[src/rtl/fetch_stage_if.sv]
// fetch_stage_if
// Instruction-memory handshake between the fetch stage and instruction memory.
// A request is issued with imem_req_o/imem_addr_o and is accepted when
// imem_ready_i is high. The response comes back later on imem_valid_i/imem_data_i.
// Only one request is ever outstanding.
//   imem_req_o    fetch -> mem  request valid
//   imem_addr_o   fetch -> mem  word address, bits [1:0] always zero
//   imem_ready_i  mem -> fetch  request accepted this cycle
//   imem_valid_i  mem -> fetch  response word valid
//   imem_data_i   mem -> fetch  response word, little-endian halfwords
// Modports: master (fetch stage), slave (memory).

interface fetch_stage_if;
  logic        imem_req_o;
  logic [31:0] imem_addr_o;
  logic        imem_ready_i;
  logic        imem_valid_i;
  logic [31:0] imem_data_i;

  modport master (
    output imem_req_o, imem_addr_o,
    input  imem_ready_i, imem_valid_i, imem_data_i
  );

  modport slave (
    input  imem_req_o, imem_addr_o,
    output imem_ready_i, imem_valid_i, imem_data_i
  );
endinterface

[src/rtl/fetch_stage.sv]
// fetch_stage
// Instruction fetch stage of the KASIRGA-GUN pipeline. It owns the program
// counter and fetches aligned 32-bit words over a single-outstanding handshake.
// It splits the words into 16-bit (RVC) or 32-bit instructions through a
// 4-halfword parcel buffer, and registers the instruction, PC and
// branch-taken outputs that feed decode.
// Ports:
//   clk_i, rst_i                   clock, asynchronous active-low reset
//   stall_fetch_stage_i            hold the output registers
//   flush_fetch_stage_i            replace the next output with NOP
//   en_excep_program_counter_i /   exception/mret redirect (highest priority)
//   excep_program_counter_i
//   en_branch_redirect_i /         execute-stage mispredict redirect
//   branch_target_i
//   imem                           fetch_stage_if.master memory handshake
//   instruction_o                  instruction; RVC is zero-extended in [15:0]
//   program_counter_o              PC of instruction_o
//   branch_taken_o                 static prediction taken for this instruction
// Optional feature macro: FETCH_STATIC_PREDICT_EN enables static prediction of
// JAL and backward conditional branches. Without it, fetch is purely sequential.

module fetch_stage #(
  parameter logic [31:0] RESET_PC = 32'h0000_0000
) (
  input  logic          clk_i,
  input  logic          rst_i,
  input  logic          stall_fetch_stage_i,
  input  logic          flush_fetch_stage_i,
  input  logic          en_excep_program_counter_i,
  input  logic [31:0]   excep_program_counter_i,
  input  logic          en_branch_redirect_i,
  input  logic [31:0]   branch_target_i,
  fetch_stage_if.master imem,
  output logic [31:0]   instruction_o,
  output logic [31:0]   program_counter_o,
  output logic          branch_taken_o
);

  typedef enum logic [1:0] {ST_REQ, ST_WAIT, ST_DISCARD} state_t;

  localparam logic [31:0] NOP_INSTR   = 32'h0000_0013;
  localparam logic [31:0] RESET_FETCH = {RESET_PC[31:2], 2'b00};
  localparam logic [31:0] RESET_ISSUE = {RESET_PC[31:1], 1'b0};

  state_t      state_q, state_d;
  logic [63:0] buf_q, buf_d;
  logic [2:0]  count_q, count_d;
  logic [31:0] fetch_addr_q, fetch_addr_d;
  logic        drop_low_q, drop_low_d;
  logic [31:0] issue_pc_q, issue_pc_d;

  logic        ext_redirect;
  logic [31:0] ext_target;
  logic        head_is32, have_instr, issue;
  logic [31:0] instr_word;
  logic [1:0]  pop;
  logic        pred_taken;
  logic [31:0] pred_target;
  logic        redirect;
  logic [31:0] redirect_target;
  logic        req_accept, write_en;
  logic [2:0]  count_pop, wr_cnt;
  logic [63:0] buf_pop, wr_data;

  assign ext_redirect = en_excep_program_counter_i | en_branch_redirect_i;
  assign ext_target   = en_excep_program_counter_i ? excep_program_counter_i : branch_target_i;

  // Halfword 0 of buf_q is the FIFO head. Entries at or above count_q are kept at zero.
  assign head_is32  = (buf_q[1:0] == 2'b11);
  assign have_instr = head_is32 ? (count_q >= 3'd2) : (count_q >= 3'd1);
  assign issue      = have_instr & ~flush_fetch_stage_i & ~stall_fetch_stage_i & ~ext_redirect;
  assign instr_word = head_is32 ? buf_q[31:0] : {16'h0000, buf_q[15:0]};
  assign pop        = issue ? (head_is32 ? 2'd2 : 2'd1) : 2'd0;

`ifdef FETCH_STATIC_PREDICT_EN
  logic        is_jal, is_bwd_branch;
  logic [31:0] jal_imm, br_imm;

  assign is_jal        = (instr_word[6:0] == 7'b1101111);
  assign is_bwd_branch = (instr_word[6:0] == 7'b1100011) & instr_word[31];
  assign jal_imm       = {{12{instr_word[31]}}, instr_word[19:12], instr_word[20],
                          instr_word[30:21], 1'b0};
  assign br_imm        = {{20{instr_word[31]}}, instr_word[7], instr_word[30:25],
                          instr_word[11:8], 1'b0};
  assign pred_taken    = issue & head_is32 & (is_jal | is_bwd_branch);
  assign pred_target   = issue_pc_q + (is_jal ? jal_imm : br_imm);
`else
  assign pred_taken  = 1'b0;
  assign pred_target = issue_pc_q;
`endif

  // A predicted-taken branch redirects fetch like an external redirect.
  // pred_taken already implies that no external redirect is present.
  assign redirect        = ext_redirect | pred_taken;
  assign redirect_target = ext_redirect ? ext_target : pred_target;

  // Request only while at most 2 halfwords are buffered, so the reply always fits.
  assign imem.imem_req_o  = rst_i & (state_q == ST_REQ) & (count_q <= 3'd2);
  assign imem.imem_addr_o = fetch_addr_q;

  assign req_accept = imem.imem_req_o & imem.imem_ready_i;
  assign write_en   = (state_q == ST_WAIT) & imem.imem_valid_i & ~redirect;

  assign count_pop = count_q - {1'b0, pop};
  assign buf_pop   = buf_q >> {pop, 4'b0000};
  assign wr_data   = drop_low_q ? {48'h0, imem.imem_data_i[31:16]} : {32'h0, imem.imem_data_i};
  assign wr_cnt    = drop_low_q ? 3'd1 : 3'd2;

  // Next-state logic for the request FSM, parcel buffer and the two PCs.
  always_comb begin
    state_d      = state_q;
    buf_d        = buf_pop;
    count_d      = count_pop;
    fetch_addr_d = fetch_addr_q;
    drop_low_d   = drop_low_q;
    issue_pc_d   = issue_pc_q;

    unique case (state_q)
      ST_REQ:     if (req_accept) state_d = ST_WAIT;
      ST_WAIT:    if (imem.imem_valid_i) state_d = ST_REQ;
      ST_DISCARD: if (imem.imem_valid_i) state_d = ST_REQ;
      default:    state_d = ST_REQ;
    endcase

    if (issue) begin
      issue_pc_d = issue_pc_q + (head_is32 ? 32'd4 : 32'd2);
    end

    if (write_en) begin
      buf_d        = buf_pop | (wr_data << {count_pop, 4'b0000});
      count_d      = count_pop + wr_cnt;
      fetch_addr_d = fetch_addr_q + 32'd4;
      drop_low_d   = 1'b0;
    end

    if (redirect) begin
      buf_d        = 64'h0;
      count_d      = 3'd0;
      fetch_addr_d = {redirect_target[31:2], 2'b00};
      drop_low_d   = redirect_target[1];
      issue_pc_d   = {redirect_target[31:1], 1'b0};
      // A reply is still owed if a request is in flight or was accepted on this edge.
      // A reply arriving on this very edge is simply dropped.
      if ((state_q == ST_REQ && req_accept) ||
          (state_q != ST_REQ && !imem.imem_valid_i)) begin
        state_d = ST_DISCARD;
      end else begin
        state_d = ST_REQ;
      end
    end
  end

  // State registers.
  always_ff @(posedge clk_i or negedge rst_i) begin
    if (!rst_i) begin
      state_q      <= ST_REQ;
      buf_q        <= 64'h0;
      count_q      <= 3'd0;
      fetch_addr_q <= RESET_FETCH;
      drop_low_q   <= RESET_PC[1];
      issue_pc_q   <= RESET_ISSUE;
    end else begin
      state_q      <= state_d;
      buf_q        <= buf_d;
      count_q      <= count_d;
      fetch_addr_q <= fetch_addr_d;
      drop_low_q   <= drop_low_d;
      issue_pc_q   <= issue_pc_d;
    end
  end

  // Decode-facing output registers. A flush or external redirect wins over a stall.
  always_ff @(posedge clk_i or negedge rst_i) begin
    if (!rst_i) begin
      instruction_o     <= NOP_INSTR;
      program_counter_o <= 32'h0;
      branch_taken_o    <= 1'b0;
    end else if (flush_fetch_stage_i || ext_redirect) begin
      instruction_o  <= NOP_INSTR;
      branch_taken_o <= 1'b0;
    end else if (!stall_fetch_stage_i) begin
      if (have_instr) begin
        instruction_o     <= instr_word;
        program_counter_o <= issue_pc_q;
        branch_taken_o    <= pred_taken;
      end else begin
        instruction_o  <= NOP_INSTR;
        branch_taken_o <= 1'b0;
      end
    end
  end

endmodule

[src/flat_wrapper.sv]
// flat-port wrapper written by rule: the top's interface ports become plain ports
module fetch_stage_flat 
#(
  parameter logic [31:0] RESET_PC = 32'h0000_0000
)
  (clk_i, rst_i, stall_fetch_stage_i, flush_fetch_stage_i, en_excep_program_counter_i, excep_program_counter_i, en_branch_redirect_i, branch_target_i, instruction_o, program_counter_o, branch_taken_o, imem_imem_req_o, imem_imem_addr_o, imem_imem_ready_i, imem_imem_valid_i, imem_imem_data_i);
  fetch_stage_if imem_i ();
  input  logic clk_i;
  input  logic rst_i;
  input  logic stall_fetch_stage_i;
  input  logic flush_fetch_stage_i;
  input  logic en_excep_program_counter_i;
  input  logic [31:0] excep_program_counter_i;
  input  logic en_branch_redirect_i;
  input  logic [31:0] branch_target_i;
  output logic [31:0] instruction_o;
  output logic [31:0] program_counter_o;
  output logic branch_taken_o;
  output wire logic [$bits(imem_i.imem_req_o)-1:0] imem_imem_req_o;
  output wire logic [$bits(imem_i.imem_addr_o)-1:0] imem_imem_addr_o;
  input wire logic [$bits(imem_i.imem_ready_i)-1:0] imem_imem_ready_i;
  input wire logic [$bits(imem_i.imem_valid_i)-1:0] imem_imem_valid_i;
  input wire logic [$bits(imem_i.imem_data_i)-1:0] imem_imem_data_i;
  assign imem_imem_req_o = imem_i.imem_req_o;
  assign imem_imem_addr_o = imem_i.imem_addr_o;
  assign imem_i.imem_ready_i = imem_imem_ready_i;
  assign imem_i.imem_valid_i = imem_imem_valid_i;
  assign imem_i.imem_data_i = imem_imem_data_i;
  fetch_stage #(.RESET_PC(RESET_PC)) u_core (.clk_i(clk_i), .rst_i(rst_i), .stall_fetch_stage_i(stall_fetch_stage_i), .flush_fetch_stage_i(flush_fetch_stage_i), .en_excep_program_counter_i(en_excep_program_counter_i), .excep_program_counter_i(excep_program_counter_i), .en_branch_redirect_i(en_branch_redirect_i), .branch_target_i(branch_target_i), .imem(imem_i), .instruction_o(instruction_o), .program_counter_o(program_counter_o), .branch_taken_o(branch_taken_o));
endmodule
[config.mk]
export PLATFORM = sky130hd
export DESIGN_NAME = fetch_stage_flat
export DESIGN_NICKNAME = d
export VERILOG_FILES = /design/src/rtl/fetch_stage_if.sv /design/src/rtl/fetch_stage.sv /design/src/flat_wrapper.sv
export SDC_FILE = /design/constraint.sdc
export NUM_CORES = 1
export LEC_CHECK = 0
export ABC_AREA = 1
export BUFFER_PORTS_ARGS = -buffer_cell sky130_fd_sc_hd__buf_2
export CORE_ASPECT_RATIO = 0.7
export CORE_MARGIN = 2
export CORE_UTILIZATION = 35
export CTS_CLUSTER_DIAMETER = 200
export DETAILED_ROUTE_END_ITERATION = 10
export GPL_TIMING_DRIVEN = 0
export PLACE_DENSITY_LB_ADDON = 0.12
export SLEW_MARGIN = 15
export SYNTH_ARGS = -nofsm -noshare
export SYNTH_HDL_FRONTEND = slang
export SYNTH_SLANG_ARGS = --single-unit
[constraint.sdc]
create_clock -name clk_i -period 2.9 [get_ports clk_i]
set_input_delay 0.145 -clock clk_i [delete_from_list [all_inputs] [get_ports clk_i]]
set_output_delay 0.145 -clock clk_i [all_outputs]
set_load 0.01 [all_outputs]
# Word level (Yosys, flattened, before mapping)
# Cells that the tools add are included.
dict set report totals {
  ff_bits 199
  inputBits 104
  output_inout_bits 98
  wordCells 78
}
dict set report classes {
  n_addsub 4
  n_lt_le_gt_ge 3
  eq_ne 6
  shifts 2
  mux 28
  bitwise_logic 14
  reduce_logical 12
}
# operator n
set ops {}
lappend ops {{32-bit two-way mux} 10}
lappend ops {{64-bit two-way mux} 2}
lappend ops {{64-bit OR} 1}
lappend ops {{64-bit by 7-bit left shift with 64-bit output} 1}
lappend ops {{64-bit by 6-bit >> shifter with 64-bit output} 1}
lappend ops {{32-bit by 3-bit adder with 32-bit output, second input constant} 1}
lappend ops {{32-bit adder} 1}
lappend ops {{2-bit two-way mux} 7}
lappend ops {{3-bit two-way mux} 3}
lappend ops {{1-bit bitwise AND} 8}
lappend ops {{3-bit by 1-bit != test with 1-bit output, second input constant} 2}
lappend ops {{2-bit nonzero test} 3}
lappend ops {{1-bit two-way mux} 5}
lappend ops {{2-bit == test, second input constant} 2}
lappend ops {{1-bit NOT} 4}
lappend ops {{2-bit one-hot mux with 2 select lines} 1}
lappend ops {{3-bit adder} 1}
lappend ops {{3-bit by 1-bit >= comparator with 1-bit output, second input constant} 1}
lappend ops {{3-bit by 2-bit >= comparator with 1-bit output, second input constant} 1}
lappend ops {{3-bit by 2-bit less-or-equal comparator with 1-bit output, second input constant} 1}
lappend ops {{3-bit AND reduction} 1}
lappend ops {{3-bit by 2-bit subtractor with 3-bit output} 1}
lappend ops {{2-bit by 1-bit == test with 1-bit output, second input constant} 1}
lappend ops {{1-bit logical AND} 2}
lappend ops {{7 further kinds} 8}

# Longest topological paths before layout
dict set report depth {
  word_depth 11
  ltp_mapped 16
  mapped_depth_nobuf 14
}

# Least setup slack after synthesis
# No wires, ideal clock.
dict set report synth_path {
  kind {register -> register}
  start {register u_core.buf_q[0]}
  end {register u_core.buf_q[45]}
  setup_ns 0.063
  arrival_ns 2.564
  t_required_ns 2.837
  path_slack_ns 0.273
  path_stages_with_launch 16
  n_path_buf 2
  synth_period_minus_slack_ns 2.627
  path_cell_list {dfrtp_1 > nand2_2 > nand2_1 > nand2_2 > nand4_1 > clkbuf_1 > inv_1 > fa_1 > xnor2_1 > nand2_2 > nor2_2 > buf_2 > nand3_1 > nand3_1 > nand2_1 > inv_1}
}
dict set report synth_between {
  elab_chain_len 11
  elab_cells_between_ends 13
  cone_classes {1 x add/sub; 1 x eq/ne; 2 x shift; 5 x mux; 4 x bitwise}
}
# element line_no
set synth_lines {}
lappend synth_lines {{from (decl)} fetch_stage.sv:46} ;# logic [63:0] buf_q, buf_d;
lappend synth_lines {{from (signal assigned)} fetch_stage.sv:164} ;# buf_q <= buf_d;
lappend synth_lines {{2-bit == test (*)} fetch_stage.sv:69} ;# assign head_is32 = (buf_q[1:0] == 2'b11);
lappend synth_lines {{1-bit two-way mux} fetch_stage.sv:70} ;# assign have_instr = head_is32 ? (count_q >= 3'd2) : (count_q >= 3'd1);
lappend synth_lines {{1-bit bitwise AND (3 in series)} fetch_stage.sv:71} ;# assign issue = have_instr & ~flush_fetch_stage_i & ~stall_fetch_stage_i & ~ext_redirect;
lappend synth_lines {{2-bit two-way mux (*)} fetch_stage.sv:73} ;# assign pop = issue ? (head_is32 ? 2'd2 : 2'd1) : 2'd0;
lappend synth_lines {{3-bit by 2-bit subtractor with 3-bit output} fetch_stage.sv:104} ;# assign count_pop = count_q - {1'b0, pop};
lappend synth_lines {{64-bit by 7-bit left shift with 64-bit output} fetch_stage.sv:130} ;# buf_d = buf_pop | (wr_data << {count_pop, 4'b0000});
lappend synth_lines {{64-bit OR} fetch_stage.sv:130}
lappend synth_lines {{64-bit two-way mux (*)} fetch_stage.sv:129} ;# if (write_en) begin
lappend synth_lines {{64-bit two-way mux (*)} fetch_stage.sv:136} ;# if (redirect) begin
lappend synth_lines {{net u_core.buf_d[45]} fetch_stage.sv:46}
# The timed path passes the listed nets; every way through them passes the cells marked *.
# A chain may end at the register's enable or synchronous reset.

# Worst setup path in the final report
dict set report layout_path {
  start {register u_core.buf_q[1]}
  end {register u_core.buf_q[10]}
}
# Same word-level chain as after synthesis.

==> results_dict.tcl <==
set metrics [dict create \
    status "finished clean" \
    slew_headroom_pct 29.10 \
    cts_buffers 17 \
    synth_warnings 0 \
    ir_worst_vdd_mv 0.3172 \
    regToRegSetupSlack_ns 0.1 \
    io_buffers 194 \
    grt_pass1_vias 10890 \
    grt_pass1_wl_mm 69.76 \
    viasPerCell 5.175 \
    synthArstFlopShare_pct 100.0 \
    crit_start "u_core.buf_q[1]$_DFF_PN0_" \
    setup_viol 0 \
    layout_common_cells "nand2_1, buf_2, nor2_1, inv_1, dfrtp_1" \
    fin_area_sq_mm 0.01404 \
    pin_count 202 \
    clk_latency_ns 0.46 \
    finalNonFillerCells 2358 \
    period_needed_ns 2.801 \
    tightest_slew_ns 1.052 \
    wl_per_cell_um 19.91 \
    start_util_pct 35.84 \
    dp_hpwl_mm 37.52 \
    die_y_um 156.8 \
    r2r_start "u_core.buf_q[1]$_DFF_PN0_" \
    area_growth_pct 20.33 \
    numClockSinks 194 \
    crit_type "reg2reg" \
    synth_edf_count 0 \
    netlist_area_sq_mm 0.01167 \
    cts_tree "built" \
    fin_crit_sh_pct 96.60 \
    wirelength_mm 46.94 \
    rr_worst_depth 13 \
    gp_congestion 0.9759 \
    drc_errors 0 \
    synth.distinct_cells 43 \
    synth_top_area_share_pct 40.97 \
    synthCells 1696 \
    rsz0062_at_grt "no" \
    fmax_mhz 357.0 \
    ys_seq_area_share_pct 41.64 \
    ys_seq_elements 194 \
    dr.pass1.iters 5 \
    yosysTopAreaCell "dfrtp_1" \
    clkSlewWorstSetupHoldPaths_ns 0.08 \
    diodes 0 \
    rows 55 \
    fp.dieW_um 222.2 \
    cp.required_ns 3.29 \
    maxCapViolations 0 \
    cts_root_buffer "clkbuf_16" \
    slew_violations 0 \
    power_density_mw_per_mm2 486.2 \
    netlist_top_cells_area "dfrtp_1, nand2_1, nor2_1" \
    grt_use_total_pct 27.08 \
    overflow 0 \
    vias 12200 \
    path_max_fanout 10 \
    placed_area_sq_mm 0.01325 \
    final_nets 2030 \
    startpoint_type "flip-flop" \
    final_antenna_net_count 0 \
    dieArea_sq_mm 0.03484 \
    core_sq_mm 0.03255 \
    drive_gt1_share_pct 16.88 \
    grt_antenna_before_repair 2 \
    grt_max_degree 90 \
    crit_end "u_core.buf_q[10]$_DFF_PN0_" \
    htreeDepth 4 \
    drt_iter0_drc 1449 \
    finalHoldViolCount 0 \
    layout_commonest_cell "nand2_1" \
    clockBufferDepth 2 \
    fin_worst_skew_ns 0.01035 \
    syn_area_per_cell_sq_um 6.879 \
    cp-end-kind "flip-flop" \
    synthFlopType "dfrtp_1" \
    worst_ep_arrival_time_ns 3.19 \
    dp.cells 2322 \
    cellLeakagePower_nw 6.906 \
    hold_class "in2reg" \
    rr_endpoint "u_core.buf_q[10]$_DFF_PN0_" \
]
-- sequential cells by signal, indices dropped and copies added (netlist names) --
signal / cells
u_core.buf_q: 64
u_core.count_q: 3
u_core.drop_low_q: 1
u_core.imem.imem_addr_o: 30
u_core.instruction_o: 32
u_core.issue_pc_q: 31
u_core.program_counter_o: 31
u_core.state_q: 2
-- per-stage QoR --
stage	utilization [%]	setup WS [ns]	TNS [ns]	power, mW	hold WS, ns
2_1_floorplan	-	0.2731	0	3.754	-0.1506
3_5_place_dp	40.70	-0.4375	-19.16	4.363	0.02740
3_3_place_gp	40.50	-1.883	-379.30	4.347	0.4632
6_report	43.13	0.09857	0	6.826	0.03630
5_1_grt	43.13	0.002294	0	7.145	0.07256
4_1_cts	42.79	0.02103	0	6.838	0.02474
-- logic make-up after synthesis --
| kind of cell | after synthesis | share of synthesized area (%) |
|---|---|---|
| simple gates | 848 | 30.05 |
| compound gates | 325 | 15.69 |
| buf+inv | 308 | 10.64 |
| flops | 194 | 41.64 |
| xor+xnor | 12 | 0.9009 |
| fa+ha+maj | 8 | 1.051 |
| other cells | 1 | 0.03214 |
-- area by class of cell --
| class | count | area [sq um] |
|---|---|---|
| plain buffers | 85 | 440.4 |
| clock buffers | 20 | 456.7 |
| clock inverters | 12 | 140.1 |
| fillers | 3466 | 18510 |
| inverters | 223 | 837.1 |
| multi-input cells | 1197 | 5704 |
| flip-flops and latches | 194 | 4858 |
| well taps | 427 | 534.3 |
| repair buffers | 200 | 1069 |
-- worst max-delay path, stage by stage, from the launching register on --
cell and delay, ns:
dfrtp_1 0.39, nand2_4 0.14, nand2_1 0.13, nand2_4 0.09
nand2_2 0.15, nor2_4 0.07, buf_6 0.17, fa_2 0.38
xnor2_2 0.20, nand2_2 0.14, nor2_4 0.24, buf_6 0.20
nand3_1 0.20, a21oi_1 0.20
-- power breakdown --
| group | internal, mW | leakage, nW | total, mW | switching (mW) |
|---|---|---|---|---|
| sequential | 2.87 | 2.55 | 3.09 | 0.220 |
| clock | 1.27 | 0.294 | 2.47 | 1.20 |
| combinational | 0.405 | 4.06 | 1.27 | 0.865 |
| total | 4.54 | 6.91 | 6.83 | 2.29 |
-- timing repair --
action	CTS	global route
endpoints found under the setup margin	66	66
setup buffers	3	0
gates cloned	0	0
gates resized for setup	15	29
hold endpoints to repair	105	0
pin swaps	3	2
hold buffers	1	0
-- worst min-delay path by stage --
stage / startpoint / endpoint / slack, ns / depth (start not counted)
2_1_floorplan: rst_i / u_core.buf_q[0]$_DFF_PN0_ / -0.15 / 0
3_3_place_gp: u_core.instruction_o[20]$_DFFE_PN0P_ / u_core.instruction_o[20]$_DFFE_PN0P_ / 0.46 / 2
3_5_place_dp: rst_i / u_core.buf_q[43]$_DFF_PN0_ / 0.03 / 1
4_1_cts: imem_imem_valid_i / u_core.state_q[1]$_DFFE_PN0P_ / 0.02 / 4
5_1_grt: imem_imem_valid_i / u_core.state_q[1]$_DFFE_PN0P_ / 0.07 / 4
6_report: imem_imem_valid_i / u_core.state_q[1]$_DFFE_PN0P_ / 0.04 / 4
-- cell usage after synthesis (4+ instances only) --
cell type,n
nand2_1,449
ha_1,5
clkbuf_1,33
o211ai_1,36
inv_1,220
a21boi_0,5
nand4_1,5
buf_1,4
o31ai_1,18
nor2_1,225
nor3_1,13
a21oi_1,96
nand3_1,138
buf_4,5
o21ai_1,11
a31oi_1,13
nand2_2,4
dfrtp_1,191
o22ai_1,11
xor2_1,9
buf_2,41
o21ai_0,126
-- layer usage --
| layer | routed length, um | vias to the layer above | track usage [%] |
|---|---|---|---|
| met5 | 0 | - | 0 |
| met1 | 24620 | 5793 | 44.94 |
| met2 | 17320 | 519 | 33.65 |
| li1 | - | 5870 | - |
| met3 | 4576 | 21 | 6.910 |
| met4 | 421 | 0 | 5.116 |
No activity file was read; power rests on OpenSTA's default activity.
